`src/rtl/mips_defs.sv`:
```
// mips_defs: shared store opcodes, store FSM state encoding and byte-enable masks.
// Contents: OP_SB/OP_SH/OP_SW opcodes, BE_* byte masks, st_state_t FSM states,
//           store_legal() opcode/alignment check used on request accept.
package mips_defs;

    localparam logic [5:0] OP_SB = 6'b101000;
    localparam logic [5:0] OP_SH = 6'b101001;
    localparam logic [5:0] OP_SW = 6'b101011;

    localparam logic [3:0] BE_NONE = 4'b0000;
    localparam logic [3:0] BE_B0   = 4'b0001;
    localparam logic [3:0] BE_LO   = 4'b0011;
    localparam logic [3:0] BE_HI   = 4'b1100;
    localparam logic [3:0] BE_WORD = 4'b1111;

    typedef enum logic [2:0] {S_IDLE, S_READ, S_WAIT, S_WRITE, S_ERR} st_state_t;

    // Known opcode with natural alignment for its size.
    function automatic logic store_legal(input logic [5:0] op, input logic [1:0] lo);
        return (op == OP_SB) || (op == OP_SH && !lo[0]) || (op == OP_SW && lo == 2'b00);
    endfunction

endpackage

```
`src/rtl/st_merge.sv`:
```
// st_merge: byte-mask generation and read-modify-write merge for sub-word stores.
// Ports: op (store opcode), addr_lo (byte offset), old_word (word read from memory),
//        wdata (right-aligned store data) -> merged (word to write), mask (bytes stored).
module st_merge
    import mips_defs::*;
(
    input  logic [5:0]  op,
    input  logic [1:0]  addr_lo,
    input  logic [31:0] old_word,
    input  logic [31:0] wdata,
    output logic [31:0] merged,
    output logic [3:0]  mask
);

    logic [31:0] rep;

    // Replicate the store data across the word so each enabled lane already holds it.
    always_comb begin
        mask = (op == OP_SW) ? BE_WORD :
               (op == OP_SH) ? (addr_lo[1] ? BE_HI : BE_LO) :
               (op == OP_SB) ? 4'(BE_B0 << addr_lo) : BE_NONE;
        rep  = (op == OP_SB) ? {4{wdata[7:0]}} :
               (op == OP_SH) ? {2{wdata[15:0]}} : wdata;
        merged = old_word;
        for (int i = 0; i < 4; i++)
            merged[8*i +: 8] = mask[i] ? rep[8*i +: 8] : old_word[8*i +: 8];
    end

endmodule

```
`src/rtl/dm_store_unit.sv`:
```
// dm_store_unit: byte/half/word store engine doing read-modify-write on a word memory.
// Ports: clk, reset (sync, active-low); req_valid/req_ready + storeOp/addr/wdata request;
//        mem_addr, mem_rd_en/mem_rdata (RD_LATENCY-cycle read), mem_wr_en/mem_wdata/mem_be
//        (full-word write, be is debug only); st_done/st_err single-cycle completion pulses.
module dm_store_unit #(
    parameter int RD_LATENCY = 1
) (
    input  logic        clk,
    input  logic        reset,
    input  logic        req_valid,
    output logic        req_ready,
    input  logic [5:0]  storeOp,
    input  logic [31:0] addr,
    input  logic [31:0] wdata,
    output logic [31:0] mem_addr,
    output logic        mem_rd_en,
    input  logic [31:0] mem_rdata,
    output logic        mem_wr_en,
    output logic [31:0] mem_wdata,
    output logic [3:0]  mem_be,
    output logic        st_done,
    output logic        st_err
);

    import mips_defs::*;

    st_state_t   state;
    logic [5:0]  op_q;
    logic [31:0] addr_q;
    logic [31:0] wdata_q;
    logic [1:0]  cnt;
    logic [5:0]  mrg_op;
    logic [1:0]  mrg_lo;
    logic [31:0] mrg_wdata;
    logic [31:0] merged;
    logic [3:0]  mask;

    assign req_ready = (state == S_IDLE);
    assign mem_addr  = {addr_q[31:2], 2'b00};

    // In IDLE the merger sees the incoming request (SW writes straight away);
    // otherwise it sees the latched request and the returning memory word.
    always_comb begin
        mrg_op    = req_ready ? storeOp    : op_q;
        mrg_lo    = req_ready ? addr[1:0]  : addr_q[1:0];
        mrg_wdata = req_ready ? wdata      : wdata_q;
    end

    st_merge u_merge (
        .op       (mrg_op),
        .addr_lo  (mrg_lo),
        .old_word (mem_rdata),
        .wdata    (mrg_wdata),
        .merged   (merged),
        .mask     (mask)
    );

    always_ff @(posedge clk) begin
        if (!reset) begin
            state     <= S_IDLE;
            op_q      <= '0;
            addr_q    <= '0;
            wdata_q   <= '0;
            cnt       <= '0;
            mem_rd_en <= 1'b0;
            mem_wr_en <= 1'b0;
            mem_wdata <= '0;
            mem_be    <= BE_NONE;
            st_done   <= 1'b0;
            st_err    <= 1'b0;
        end else begin
            mem_rd_en <= 1'b0;
            mem_wr_en <= 1'b0;
            mem_be    <= BE_NONE;
            st_done   <= 1'b0;
            st_err    <= 1'b0;
            case (state)
                S_IDLE: if (req_valid) begin
                    op_q    <= storeOp;
                    addr_q  <= addr;
                    wdata_q <= wdata;
                    if (!store_legal(storeOp, addr[1:0])) begin
                        state  <= S_ERR;
                        st_err <= 1'b1;
                    end else if (storeOp == OP_SW) begin
                        state     <= S_WRITE;
                        mem_wr_en <= 1'b1;
                        st_done   <= 1'b1;
                        mem_wdata <= merged;
                        mem_be    <= mask;
                    end else begin
                        state     <= S_READ;
                        mem_rd_en <= 1'b1;
                    end
                end
                S_READ: begin
                    state <= S_WAIT;
                    cnt   <= 2'(RD_LATENCY - 1);
                end
                // Read data is valid in the last WAIT cycle; capture the merge then.
                S_WAIT: if (cnt == 2'd0) begin
                    state     <= S_WRITE;
                    mem_wr_en <= 1'b1;
                    st_done   <= 1'b1;
                    mem_wdata <= merged;
                    mem_be    <= mask;
                end else begin
                    cnt <= cnt - 2'd1;
                end
                default: state <= S_IDLE;
            endcase
        end
    end

endmodule
```
`config.mk`:
```
export PLATFORM = sky130hd
export DESIGN_NAME = dm_store_unit
export DESIGN_NICKNAME = d
export VERILOG_FILES = /design/src/rtl/mips_defs.sv /design/src/rtl/st_merge.sv /design/src/rtl/dm_store_unit.sv
export SDC_FILE = /design/constraint.sdc
export NUM_CORES = 1
export LEC_CHECK = 0
export CORE_MARGIN = 5
export CORE_UTILIZATION = 51
export DETAILED_ROUTE_END_ITERATION = 16
export PLACE_DENSITY = 0.87
export SLEW_MARGIN = 0
export SYNTH_ARGS = -nofsm -noshare
export SYNTH_HDL_FRONTEND = slang
export SYNTH_HIERARCHICAL = 1
export SYNTH_SLANG_ARGS = --single-unit
```
`constraint.sdc`:
```
create_clock -name clk -period 6.6 [get_ports clk]
set_input_delay 1.98 -clock clk [delete_from_list [all_inputs] [get_ports clk]]
set_output_delay 1.98 -clock clk [all_outputs]
set_load 0.005 [all_outputs]
```
==> results of run 1 <==
[flip-flops by register name, indices dropped and copies added, names as in the netlist]
name,flops
state,3
addr_q,32
mem_rd_en,1
mem_wdata,32
st_err,1
wdata_q,32
st_done,1
op_q,6
mem_be,4
cnt,2
[power by group through the flow]
stage                     Combinational, mW  Sequential, mW  Clock [mW]
after global placement                0.372           0.766           0
after floorplan                       0.243           0.762           0
final                                 0.392           0.756        1.00
after global routing                  0.421           0.760        1.04
after detailed placement              0.386           0.769           0
after CTS                             0.391           0.755        1.01
[cells by family after synthesis]
| kind of cell | count (synthesis) | synth area share [%] |
|---|---|---|
| and+or+nand+nor | 263 | 18.8 |
| DFF | 114 | 40.1 |
| AOI/OAI and AO/OA | 113 | 10.9 |
| muxes | 112 | 20.9 |
| buffers and inverters | 87 | 8.96 |
| adders and majority gates | 1 | 0.220 |
| other | 1 | 0.0658 |
[per-layer routing]
metal | vias to the layer above | GRT usage, % | wire length [um]
li1 | 2499 | - | -
met2 | 242 | 43.1 | 8430
met4 | 0 | 10.6 | 479
met1 | 2457 | 30.5 | 6860
met5 | - | 0 | 0
met3 | 45 | 6.68 | 1320
[cell usage in the layout (no fill, tap or decap), types with 3 or more instances in the layout]
cell type,netlist,routed
sky130_fd_sc_hd__nor2_1,13,13
sky130_fd_sc_hd__bufinv_16,0,5
sky130_fd_sc_hd__mux2i_1,56,56
sky130_fd_sc_hd__inv_1,7,7
sky130_fd_sc_hd__clkbuf_8,0,5
sky130_fd_sc_hd__dfxtp_1,114,114
sky130_fd_sc_hd__clkinvlp_4,0,3
sky130_fd_sc_hd__a21oi_1,85,85
sky130_fd_sc_hd__clkbuf_16,0,16
sky130_fd_sc_hd__nand2_1,226,226
sky130_fd_sc_hd__nor2b_1,4,4
sky130_fd_sc_hd__clkdlybuf4s50_1,0,174
sky130_fd_sc_hd__o21ai_0,16,16
sky130_fd_sc_hd__mux2_2,56,56
sky130_fd_sc_hd__buf_4,35,6
sky130_fd_sc_hd__and2_1,8,7
[final cells by class]
type / count / area, sq um / area share (%)
Clock buffer: 21 / 469 / 5.99
Multi-Input combinational cell: 491 / 2910 / 37.1
Tap cell: 140 / 175 / 2.24
Clock inverter: 9 / 178 / 2.27
Inverter: 8 / 30.0 / 0.383
Timing Repair Buffer: 181 / 1790 / 22.9
Sequential cell: 114 / 2280 / 29.1
[per-stage QoR]
stage / power [mW] / hold WS (ns) / area (sq um) / instances / utilization [%]
after detailed placement: 1.15 / 0.446 / 7190 / 934 / 66.0
after global placement: 1.14 / 0.439 / 7190 / 934 / 66.0
final: 2.15 / 0.453 / 7830 / 964 / 71.9
after global routing: 2.23 / 0.465 / 7830 / 964 / 71.9
after CTS: 2.16 / 0.454 / 7830 / 964 / 71.9
after floorplan: 1.00 / 0.434 / 5700 / 692 / -
[final timing paths]
path | startpoint | end | slack, ns | cells after the start
setup / recovery | storeOp[2] | mem_wdata[19] | 2.39 | 8
hold / removal | addr_q[12] | addr_q[12] | 0.45 | 2
setup reg to reg | state[0] | mem_wdata[19] | 2.92 | 9
hold reg to reg | addr_q[12] | addr_q[12] | 0.45 | 2
[critical path, stage by stage]
cell and delay [ns]:
sky130_fd_sc_hd__clkdlybuf4s50_1 0.43, sky130_fd_sc_hd__mux2_2 0.27, sky130_fd_sc_hd__and4bb_1 0.44, sky130_fd_sc_hd__and2b_1 0.83, sky130_fd_sc_hd__mux2i_1 0.22, sky130_fd_sc_hd__a21oi_1 0.22
sky130_fd_sc_hd__nand2_1 0.08, sky130_fd_sc_hd__mux2i_1 0.16
==> impl_metrics.prom, run 1 <==
# TYPE chip_impl_metric gauge
chip_impl_metric{name="flip_flop_and_latch_count_after_synthesis",unit=""} 114
chip_impl_metric{name="port_buffers",unit=""} 175
chip_impl_metric{name="synth_warn",unit=""} 6
chip_impl_metric{name="clock_tree.buffer_depth",unit=""} 2
chip_impl_metric{name="fin_crit_sh",unit="%"} 63.8
chip_impl_metric{name="period_minus_ws_final",unit="ns"} 4.21
chip_impl_metric{name="drt.antenna.violating_nets",unit=""} 0
chip_impl_metric{name="final-setup-viol-count",unit=""} 0
chip_impl_metric{name="cts.sink_count",unit=""} 114
chip_impl_metric{name="holdBufCountCts",unit=""} 0
chip_impl_metric{name="area_delta_synth_final",unit="%"} 37.5
chip_impl_metric{name="seq_area_frac_synth",unit="%"} 40.1
chip_impl_metric{name="clock_tree.htree_level_count",unit=""} 4
chip_impl_info{name="crit_path_start_kind",value="primary input"} 1
chip_impl_metric{name="synthDominantCellAreaShare",unit="%"} 40.1
chip_impl_metric{name="core_area",unit="sq mm"} 0.0109
chip_impl_info{name="cts_tree",value="done"} 1
chip_impl_metric{name="vias_per_inst",unit=""} 5.44
chip_impl_metric{name="dr.pass1.iters",unit=""} 8
chip_impl_metric{name="route.vias.total",unit=""} 5243
chip_impl_info{name="grt_setup_unrepaired",value="no"} 1
chip_impl_metric{name="nFillCells",unit=""} 807
chip_impl_metric{name="timing.final.ws_setup",unit="ns"} 2.39
chip_impl_metric{name="die_x_extent",unit="um"} 116
chip_impl_info{name="synth_common_cells",value="sky130_fd_sc_hd__nand2_1 (226), sky130_fd_sc_hd__dfxtp_1 (114), sky130_fd_sc_hd__a21oi_1 (85), sky130_fd_sc_hd__mux2_2 (56), sky130_fd_sc_hd__mux2i_1 (56)"} 1
chip_impl_metric{name="routabilityCongestion",unit=""} 0.904
chip_impl_metric{name="grt_antenna_before_repair",unit=""} 0
chip_impl_metric{name="power.switching",unit="mW"} 0.532
chip_impl_metric{name="first_pass_grt_wire_length",unit="um"} 26600
chip_impl_metric{name="dieArea",unit="sq mm"} 0.0134
chip_impl_metric{name="preCtsSetupSlack",unit="ns"} 1.99
chip_impl_metric{name="worst-slew-pin-transition",unit="ns"} 1.28
chip_impl_metric{name="final_tns_setup",unit="ns"} 0
chip_impl_info{name="cts_root_buf",value="sky130_fd_sc_hd__clkbuf_8"} 1
chip_impl_metric{name="post-dp-hpwl",unit="um"} 11700
chip_impl_metric{name="die-height",unit="um"} 116
chip_impl_info{name="outcome",value="finished, final reports clean"} 1
chip_impl_metric{name="slew-limit-headroom",unit="%"} 14.8
chip_impl_info{name="synth_largest_area_cell",value="sky130_fd_sc_hd__dfxtp_1"} 1
chip_impl_metric{name="worstPathArrival",unit="ns"} 4.64
chip_impl_metric{name="postSynth.asyncResetShare",unit="%"} 0
chip_impl_metric{name="cts_made_buffers",unit=""} 17
chip_impl_metric{name="overflow",unit=""} 0
chip_impl_metric{name="layout-drive-gt1-share",unit="%"} 12.4
chip_impl_metric{name="swShare",unit="%"} 24.7
chip_impl_metric{name="p_int",unit="mW"} 1.62
chip_impl_metric{name="netlist-cell-type-count",unit=""} 37
chip_impl_metric{name="crit_required",unit="ns"} 7.03
chip_impl_metric{name="cts_resizes",unit=""} 0
chip_impl_metric{name="p_leak",unit="nW"} 3.00
chip_impl_metric{name="row_count",unit=""} 38
chip_impl_metric{name="finalWirelength",unit="um"} 17100
chip_impl_metric{name="pwr-share-clk",unit="%"} 46.6
chip_impl_metric{name="total_number_of_nets_in_the_final_design",unit=""} 919
chip_impl_metric{name="timing.final.max_slew_violations",unit=""} 0
chip_impl_metric{name="clk_transition_reported_paths",unit="ns"} 0.05
chip_impl_metric{name="wl_per_cell",unit="um"} 17.7
chip_impl_metric{name="critical_path.max_fanout",unit=""} 16
chip_impl_metric{name="synth-edff-count",unit=""} 0
chip_impl_metric{name="postSynthCellCount",unit=""} 691
chip_impl_metric{name="initial_core_util",unit="%"} 52.3
chip_impl_info{name="ys_top_cells_by_area",value="sky130_fd_sc_hd__dfxtp_1 (40%), sky130_fd_sc_hd__nand2_1 (15%), sky130_fd_sc_hd__mux2_2 (11%)"} 1
chip_impl_metric{name="timing.final.hold_violations",unit=""} 0
chip_impl_metric{name="post-route-drc-count",unit=""} 0
chip_impl_metric{name="share_seq_of_total_power",unit="%"} 35.2
chip_impl_metric{name="via_count_of_the_first_global_routing_pass",unit=""} 5397
chip_impl_info{name="synth_ff_type",value="sky130_fd_sc_hd__dfxtp_1"} 1
chip_impl_metric{name="timing.clock.skew",unit="ns"} 0.00982
chip_impl_info{name="end_kind",value="flop"} 1
chip_impl_metric{name="synth_area_per_cell",unit="sq um"} 8.24
chip_impl_metric{name="design.portCount",unit=""} 178
chip_impl_metric{name="power.density",unit="mW/mm^2"} 274
chip_impl_metric{name="clk_latency",unit="ns"} 0.51
chip_impl_metric{name="antenna_cells_inserted",unit=""} 0
chip_impl_info{name="worst-setup-path-type",value="primary input to flop"} 1
chip_impl_metric{name="maximum_number_of_pins_on_one_net_before_global_route_repair",unit=""} 74
chip_impl_info{name="worstHoldPathType",value="flop to flop"} 1
chip_impl_metric{name="irDropWorstVdd",unit="mV"} 0.149
chip_impl_metric{name="postCtsSetupRepairBufs",unit=""} 0
chip_impl_metric{name="dr.first_iter.drc_count",unit=""} 455
chip_impl_info{name="yosys.cell_count.top_type",value="sky130_fd_sc_hd__nand2_1"} 1
chip_impl_metric{name="max_freq",unit="MHz"} 237
chip_impl_metric{name="p_comb_share",unit="%"} 18.2
chip_impl_metric{name="maxCapViolations",unit=""} 0
chip_impl_metric{name="total_routing_usage_reported_by_global_routing",unit="%"} 25.4
chip_impl_metric{name="synth_area",unit="sq mm"} 0.00570
Power figures use the tool's default switching activity.
==> run 2: changes to the inputs <==
Settings changed: CORE_UTILIZATION 51 to 43, PLACE_DENSITY 0.87 to 0.78.
Clock period 6.6 ns to 3.4 ns, I/O delays scaled along.
==> impl_metrics.prom, run 2 (same netlist as run 1, synthesis figures left out) <==
# TYPE chip_impl_metric gauge
chip_impl_metric{name="route.vias.total",unit=""} 5043
chip_impl_metric{name="clk_transition_reported_paths",unit="ns"} 0.05
chip_impl_metric{name="pwr-share-clk",unit="%"} 45.8
chip_impl_metric{name="power.switching",unit="mW"} 1.02
chip_impl_metric{name="drt.antenna.violating_nets",unit=""} 0
chip_impl_info{name="worst-setup-path-type",value="flop to output port"} 1
chip_impl_metric{name="wl_per_cell",unit="um"} 15.9
chip_impl_metric{name="non_filler_cell_area_final",unit="sq mm"} 0.00794
chip_impl_metric{name="p_leak",unit="nW"} 3.05
chip_impl_info{name="crit_path_start",value="state[0]"} 1
chip_impl_metric{name="overflow",unit=""} 0
chip_impl_metric{name="fin_crit_sh",unit="%"} 86.5
chip_impl_metric{name="final_tns_setup",unit="ns"} 0
chip_impl_metric{name="core_area",unit="sq mm"} 0.0131
chip_impl_metric{name="holdBufCountCts",unit=""} 0
chip_impl_metric{name="post-route-drc-count",unit=""} 0
chip_impl_metric{name="total_routing_usage_reported_by_global_routing",unit="%"} 20.2
chip_impl_metric{name="clock_tree.buffer_depth",unit=""} 2
chip_impl_info{name="worstHoldPathType",value="flop to flop"} 1
chip_impl_metric{name="finalWirelength",unit="um"} 16100
chip_impl_metric{name="final_core_utilization",unit="%"} 60.4
chip_impl_info{name="final_cell_mix",value="sky130_fd_sc_hd__nand2_1 (226), sky130_fd_sc_hd__clkdlybuf4s50_1 (174), sky130_fd_sc_hd__dfxtp_1 (114), sky130_fd_sc_hd__a21oi_1 (85)"} 1
chip_impl_metric{name="period_minus_ws_final",unit="ns"} 2.94
chip_impl_metric{name="slew-limit-headroom",unit="%"} 47.3
chip_impl_metric{name="seq_area",unit="sq mm"} 0.00228
chip_impl_metric{name="timing.final.hold_violations",unit=""} 0
chip_impl_info{name="outcome",value="finished, final reports clean"} 1
chip_impl_metric{name="share_seq_of_total_power",unit="%"} 35.6
chip_impl_metric{name="worst-slew-pin-transition",unit="ns"} 0.789
chip_impl_metric{name="maximum_number_of_pins_on_one_net_before_global_route_repair",unit=""} 71
chip_impl_metric{name="timing.reg2reg.setup_slack",unit="ns"} 0.67
chip_impl_metric{name="first_pass_grt_wire_length",unit="um"} 25400
chip_impl_info{name="reg.largest.list",value="addr_q x32, mem_wdata x32, wdata_q x32"} 1
chip_impl_metric{name="power.density",unit="mW/mm^2"} 518
chip_impl_metric{name="detailed_place.area",unit="sq mm"} 0.00731
chip_impl_info{name="crit_path_start_kind",value="flop"} 1
chip_impl_metric{name="dr.pass1.iters",unit=""} 5
chip_impl_metric{name="antenna_cells_inserted",unit=""} 0
chip_impl_metric{name="row_count",unit=""} 42
chip_impl_metric{name="nFillCells",unit=""} 1197
chip_impl_metric{name="cts_resizes",unit=""} 0
chip_impl_metric{name="routabilityCongestion",unit=""} 0.828
chip_impl_info{name="end_kind",value="output port"} 1
chip_impl_info{name="grt_setup_unrepaired",value="no"} 1
chip_impl_metric{name="design.portCount",unit=""} 178
chip_impl_metric{name="total_number_of_nets_in_the_final_design",unit=""} 926
chip_impl_info{name="worstHoldStart",value="addr_q[11]"} 1
chip_impl_metric{name="port_buffers",unit=""} 175
chip_impl_metric{name="clock_tree.htree_level_count",unit=""} 4
chip_impl_metric{name="critical_path.max_fanout",unit=""} 10
chip_impl_metric{name="initial_core_util",unit="%"} 43.4
chip_impl_metric{name="worstPathArrival",unit="ns"} 1.92
chip_impl_metric{name="multi_input_area",unit="sq mm"} 0.00291
chip_impl_metric{name="dr.first_iter.drc_count",unit=""} 267
chip_impl_metric{name="final-setup-viol-count",unit=""} 0
chip_impl_metric{name="p_comb_share",unit="%"} 18.6
chip_impl_info{name="cts_root_buf",value="sky130_fd_sc_hd__clkbuf_16"} 1
chip_impl_metric{name="die_x_extent",unit="um"} 125
chip_impl_metric{name="timing.final.max_slew_violations",unit=""} 0
chip_impl_metric{name="die-height",unit="um"} 125
chip_impl_info{name="cts_tree",value="done"} 1
chip_impl_metric{name="cts_made_buffers",unit=""} 17
chip_impl_metric{name="area_delta_synth_final",unit="%"} 39.4
chip_impl_metric{name="grt_antenna_before_repair",unit=""} 0
chip_impl_metric{name="clk_latency",unit="ns"} 0.41
chip_impl_metric{name="cts.sink_count",unit=""} 114
chip_impl_metric{name="via_count_of_the_first_global_routing_pass",unit=""} 4971
chip_impl_metric{name="irDropWorstVdd",unit="mV"} 0.331
chip_impl_metric{name="layout-drive-gt1-share",unit="%"} 13.2
chip_impl_metric{name="swShare",unit="%"} 24.8
chip_impl_metric{name="dieArea",unit="sq mm"} 0.0156
chip_impl_metric{name="post-dp-hpwl",unit="um"} 11300
chip_impl_metric{name="crit_required",unit="ns"} 2.38
chip_impl_metric{name="timing.clock.skew",unit="ns"} 0.00707
chip_impl_metric{name="vias_per_inst",unit=""} 5.00
chip_impl_metric{name="postCtsSetupRepairBufs",unit=""} 0
chip_impl_info{name="mostFrequentLayoutCell",value="sky130_fd_sc_hd__nand2_1"} 1
chip_impl_metric{name="p_int",unit="mW"} 3.09
chip_impl_metric{name="max_freq",unit="MHz"} 340
chip_impl_info{name="critical_path.reg2reg.startpoint",value="state[0]"} 1
chip_impl_metric{name="maxCapViolations",unit=""} 0
## run 2: cell count changes in the layout (fill, tap and decap cells not counted), sizes merged
| cell | delta |
|---|---|
| buf | +7 |
| bufinv | -1 |
| clkinv | +5 |
| clkinvlp | -2 |
## run 2: per-layer routing
metal | global-route usage (%) | vias to the layer above | part of all wire [%]
li1 | - | 2514 | -
met1 | 25.5 | 2331 | 44
met2 | 32.2 | 174 | 46
met3 | 6.78 | 24 | 7.9
met4 | 7.53 | 0 | 2.0
met5 | 0 | - | 0
## run 2: area by class of cell
class,instances,area share [%]
multi-input combinational,491,36.6
tap,176,2.77
sequential,114,28.8
inverter,8,0.378
timing repair buffer,188,23.5
clock inverter,11,1.99
clock buffer,21,5.93
## run 2: worst max-delay path: stages (launching register included)
cell,delay (ns)
sky130_fd_sc_hd__dfxtp_1,0.39
sky130_fd_sc_hd__nor3_4,0.50
sky130_fd_sc_hd__clkdlybuf4s50_1,0.61
## run 2: metrics by stage
stage                     power, mW  hold WS, ns  std cells  worst slack, ns
after global placement         2.24        0.439        977            0.309
after detailed placement       2.25        0.444        977            0.224
final                          4.11        0.450       1009            0.459
after CTS                      4.15        0.452       1009            0.426
after global routing           4.28        0.465       1009            0.352
after floorplan                1.95        0.434        692            0.681
## run 2: power groups by stage
stage | Clock [mW] | Sequential (mW) | Combinational (mW)
6_report | 1.88 | 1.46 | 0.765
3_5_place_dp | 0 | 1.49 | 0.757
5_1_grt | 1.98 | 1.47 | 0.829
3_3_place_gp | 0 | 1.49 | 0.751
4_1_cts | 1.92 | 1.46 | 0.766
2_1_floorplan | 0 | 1.48 | 0.471
## run 2: worst paths after layout
kind | to | depth (start not counted)
max | req_ready | 2
min | addr_q[11] | 2
max reg2reg | mem_wdata[29] | 9
min reg2reg | addr_q[11] | 2
==> run 3: changes to the inputs <==
--- a/config.mk
+++ b/config.mk
@@ -7,2 +7,3 @@
 export LEC_CHECK = 0
+export ABC_CLOCK_PERIOD_IN_PS = 3400
 export CORE_MARGIN = 5
==> constraint.sdc (replaced) <==
create_clock -name clk -period 3.4 [get_ports clk]
set_input_delay 0.34 -clock clk [delete_from_list [all_inputs] [get_ports clk]]
set_output_delay 0.34 -clock clk [all_outputs]
set_load 0.005 [all_outputs]
==> impl_metrics.prom, run 3 (same netlist as run 1, synthesis figures left out) <==
# TYPE chip_impl_metric gauge
chip_impl_metric{name="irDropWorstVdd",unit="mV"} 0.362
chip_impl_metric{name="timing.reg2reg.setup_slack",unit="ns"} 0.42
chip_impl_metric{name="rr_worst_depth",unit=""} 8
chip_impl_info{name="worst-setup-path-type",value="flop to flop"} 1
chip_impl_info{name="critical_path.top_delay_family",value="compound AO/OA/AOI/OAI gates"} 1
chip_impl_metric{name="layout-drive-gt1-share",unit="%"} 13.0
chip_impl_metric{name="clock_tree.htree_level_count",unit=""} 4
chip_impl_metric{name="critical_path_buf_inv_count",unit=""} 1
chip_impl_info{name="grt_setup_unrepaired",value="no"} 1
chip_impl_info{name="worstHoldPathType",value="primary input to flop"} 1
chip_impl_metric{name="holdBufCountCts",unit=""} 0
chip_impl_info{name="endpoint_of_the_worst_hold_path",value="mem_wdata[27]"} 1
chip_impl_metric{name="via_count_of_the_first_global_routing_pass",unit=""} 4874
chip_impl_info{name="worst_r2r_endpoint",value="mem_wdata[15]"} 1
chip_impl_metric{name="cts_made_buffers",unit=""} 17
chip_impl_metric{name="area_delta_synth_final",unit="%"} 39.9
chip_impl_metric{name="wl_per_cell",unit="um"} 15.7
chip_impl_metric{name="dr.pass1.iters",unit=""} 4
chip_impl_metric{name="initial_core_util",unit="%"} 43.4
chip_impl_metric{name="drt.antenna.violating_nets",unit=""} 0
chip_impl_metric{name="swShare",unit="%"} 24.1
chip_impl_info{name="end_kind",value="flop"} 1
chip_impl_metric{name="p_int",unit="mW"} 3.21
chip_impl_info{name="reg.largest.list",value="addr_q x32, mem_wdata x32, wdata_q x32"} 1
chip_impl_info{name="crit_path_top_delay_cell",value="sky130_fd_sc_hd__o211ai_1"} 1
chip_impl_metric{name="row_count",unit=""} 42
chip_impl_metric{name="timing.final.hold_violations",unit=""} 0
chip_impl_metric{name="maximum_number_of_pins_on_one_net_before_global_route_repair",unit=""} 71
chip_impl_metric{name="final-setup-viol-count",unit=""} 0
chip_impl_metric{name="timing.clock.skew",unit="ns"} 0.0103
chip_impl_metric{name="die_x_extent",unit="um"} 125
chip_impl_metric{name="maxCapViolations",unit=""} 0
chip_impl_metric{name="pwr-share-clk",unit="%"} 47.5
chip_impl_metric{name="power.switching",unit="mW"} 1.02
chip_impl_metric{name="port_buffers",unit=""} 175
chip_impl_metric{name="clk_latency",unit="ns"} 0.42
chip_impl_metric{name="p_comb_share",unit="%"} 18.0
chip_impl_metric{name="routabilityCongestion",unit=""} 0.817
chip_impl_metric{name="crit_required",unit="ns"} 3.68
chip_impl_metric{name="max_freq",unit="MHz"} 336
chip_impl_metric{name="grt_antenna_before_repair",unit=""} 0
chip_impl_metric{name="vias_per_inst",unit=""} 4.99
chip_impl_metric{name="fin_crit_sh",unit="%"} 87.6
chip_impl_metric{name="finalWirelength",unit="um"} 15800
chip_impl_metric{name="total_routing_usage_reported_by_global_routing",unit="%"} 19.9
chip_impl_metric{name="core_area",unit="sq mm"} 0.0131
chip_impl_metric{name="total_number_of_nets_in_the_final_design",unit=""} 924
chip_impl_info{name="mostFrequentLayoutCell",value="sky130_fd_sc_hd__nand2_1"} 1
chip_impl_info{name="cts_root_buf",value="sky130_fd_sc_hd__clkbuf_16"} 1
chip_impl_metric{name="hold_depth",unit=""} 3
chip_impl_metric{name="critical_path.max_fanout",unit=""} 17
chip_impl_info{name="critical_path.reg2reg.startpoint",value="state[0]"} 1
chip_impl_metric{name="cts_resizes",unit=""} 0
chip_impl_metric{name="finalHoldWorstSlack",unit="ns"} 0.329
chip_impl_metric{name="period_minus_ws_final",unit="ns"} 2.98
chip_impl_metric{name="antenna_cells_inserted",unit=""} 0
chip_impl_metric{name="overflow",unit=""} 0
chip_impl_metric{name="design.portCount",unit=""} 178
chip_impl_metric{name="nFillCells",unit=""} 1142
chip_impl_metric{name="p_leak",unit="nW"} 3.06
chip_impl_metric{name="route.vias.total",unit=""} 5022
chip_impl_metric{name="cts.sink_count",unit=""} 114
chip_impl_info{name="outcome",value="finished, final reports clean"} 1
chip_impl_info{name="worstHoldStart",value="reset"} 1
chip_impl_metric{name="timing.final.max_slew_violations",unit=""} 0
chip_impl_info{name="crit_path_start_kind",value="flop"} 1
chip_impl_metric{name="clk_transition_reported_paths",unit="ns"} 0.05
chip_impl_metric{name="final_tns_setup",unit="ns"} 0
chip_impl_metric{name="worst-slew-pin-transition",unit="ns"} 1.21
chip_impl_metric{name="post-dp-hpwl",unit="um"} 11200
chip_impl_metric{name="slew-limit-headroom",unit="%"} 18.8
chip_impl_info{name="cts_tree",value="done"} 1
chip_impl_metric{name="critical_path.max_stage_delay",unit="ns"} 0.94
chip_impl_metric{name="power.density",unit="mW/mm^2"} 532
chip_impl_metric{name="worstPathArrival",unit="ns"} 3.26
chip_impl_metric{name="total_power",unit="mW"} 4.24
chip_impl_metric{name="share_seq_of_total_power",unit="%"} 34.5
chip_impl_info{name="final_cell_mix",value="sky130_fd_sc_hd__nand2_1 (226), sky130_fd_sc_hd__clkdlybuf4s50_1 (174), sky130_fd_sc_hd__dfxtp_1 (114), sky130_fd_sc_hd__a21oi_1 (85)"} 1
chip_impl_metric{name="first_pass_grt_wire_length",unit="um"} 24900
chip_impl_metric{name="dr.first_iter.drc_count",unit=""} 301
chip_impl_metric{name="dieArea",unit="sq mm"} 0.0156
chip_impl_metric{name="post-route-drc-count",unit=""} 0
chip_impl_metric{name="clock_tree.buffer_depth",unit=""} 2
chip_impl_metric{name="postCtsSetupRepairBufs",unit=""} 0
chip_impl_info{name="chain_of_cells_forming_the_critical_path",value="nor3_4, buf_4, mux2_2, nor2b_1, o211ai_1, o21ai_0, nand2_1, mux2i_1"} 1
chip_impl_metric{name="die-height",unit="um"} 125
[run 3: how the worst max path moves through the flow]
stage / slack [ns] / cells after the start / startpoint / end
2_1_floorplan: 0.68 / 13 / state[1] / mem_wdata[19]
3_3_place_gp: 0.59 / 8 / state[0] / mem_wdata[13]
3_5_place_dp: 0.51 / 8 / state[0] / mem_wdata[14]
4_1_cts: 0.43 / 8 / state[0] / mem_wdata[15]
5_1_grt: 0.27 / 8 / state[0] / mem_wdata[11]
6_report: 0.42 / 8 / state[0] / mem_wdata[15]
[run 3: metal layers]
metal	global-route usage (%)	share of wire [%]
met3	6.82	7.2
met2	30.9	46
met1	25.0	44
met4	8.93	2.5
met5	0	0
[run 3: power by group through the flow]
stage          logic (mW)  registers (mW)  clock network, mW
5_1_grt             0.826            1.47               2.12
3_5_place_dp        0.757            1.49                  0
4_1_cts             0.764            1.46               2.05
6_report            0.761            1.46               2.01
3_3_place_gp        0.749            1.49                  0
2_1_floorplan       0.471            1.48                  0
[run 3: worst min-delay path, stage by stage]
cell	delay, ns
sky130_fd_sc_hd__buf_2	0.20
sky130_fd_sc_hd__nand2_1	0.10
sky130_fd_sc_hd__mux2i_1	0.05
[run 3: final cells by class]
class | count | area, sq um | area share [%]
clock buffer | 23 | 498 | 6.25
clock inverter | 9 | 174 | 2.18
inverter | 8 | 30.0 | 0.377
multi-input combinational | 491 | 2910 | 36.5
sequential | 114 | 2280 | 28.6
tap | 176 | 220 | 2.76
timing repair buffer | 186 | 1850 | 23.3
[run 3: per-stage QoR]
step	setup slack, ns	util [%]	cell area [sq um]	cells
finish	0.420	60.6	7970	1007
global placement	0.586	55.5	7290	975
detailed placement	0.505	55.5	7290	975
floorplan	0.681	-	5700	692
CTS	0.434	60.6	7970	1007
global route	0.271	60.6	7970	1007
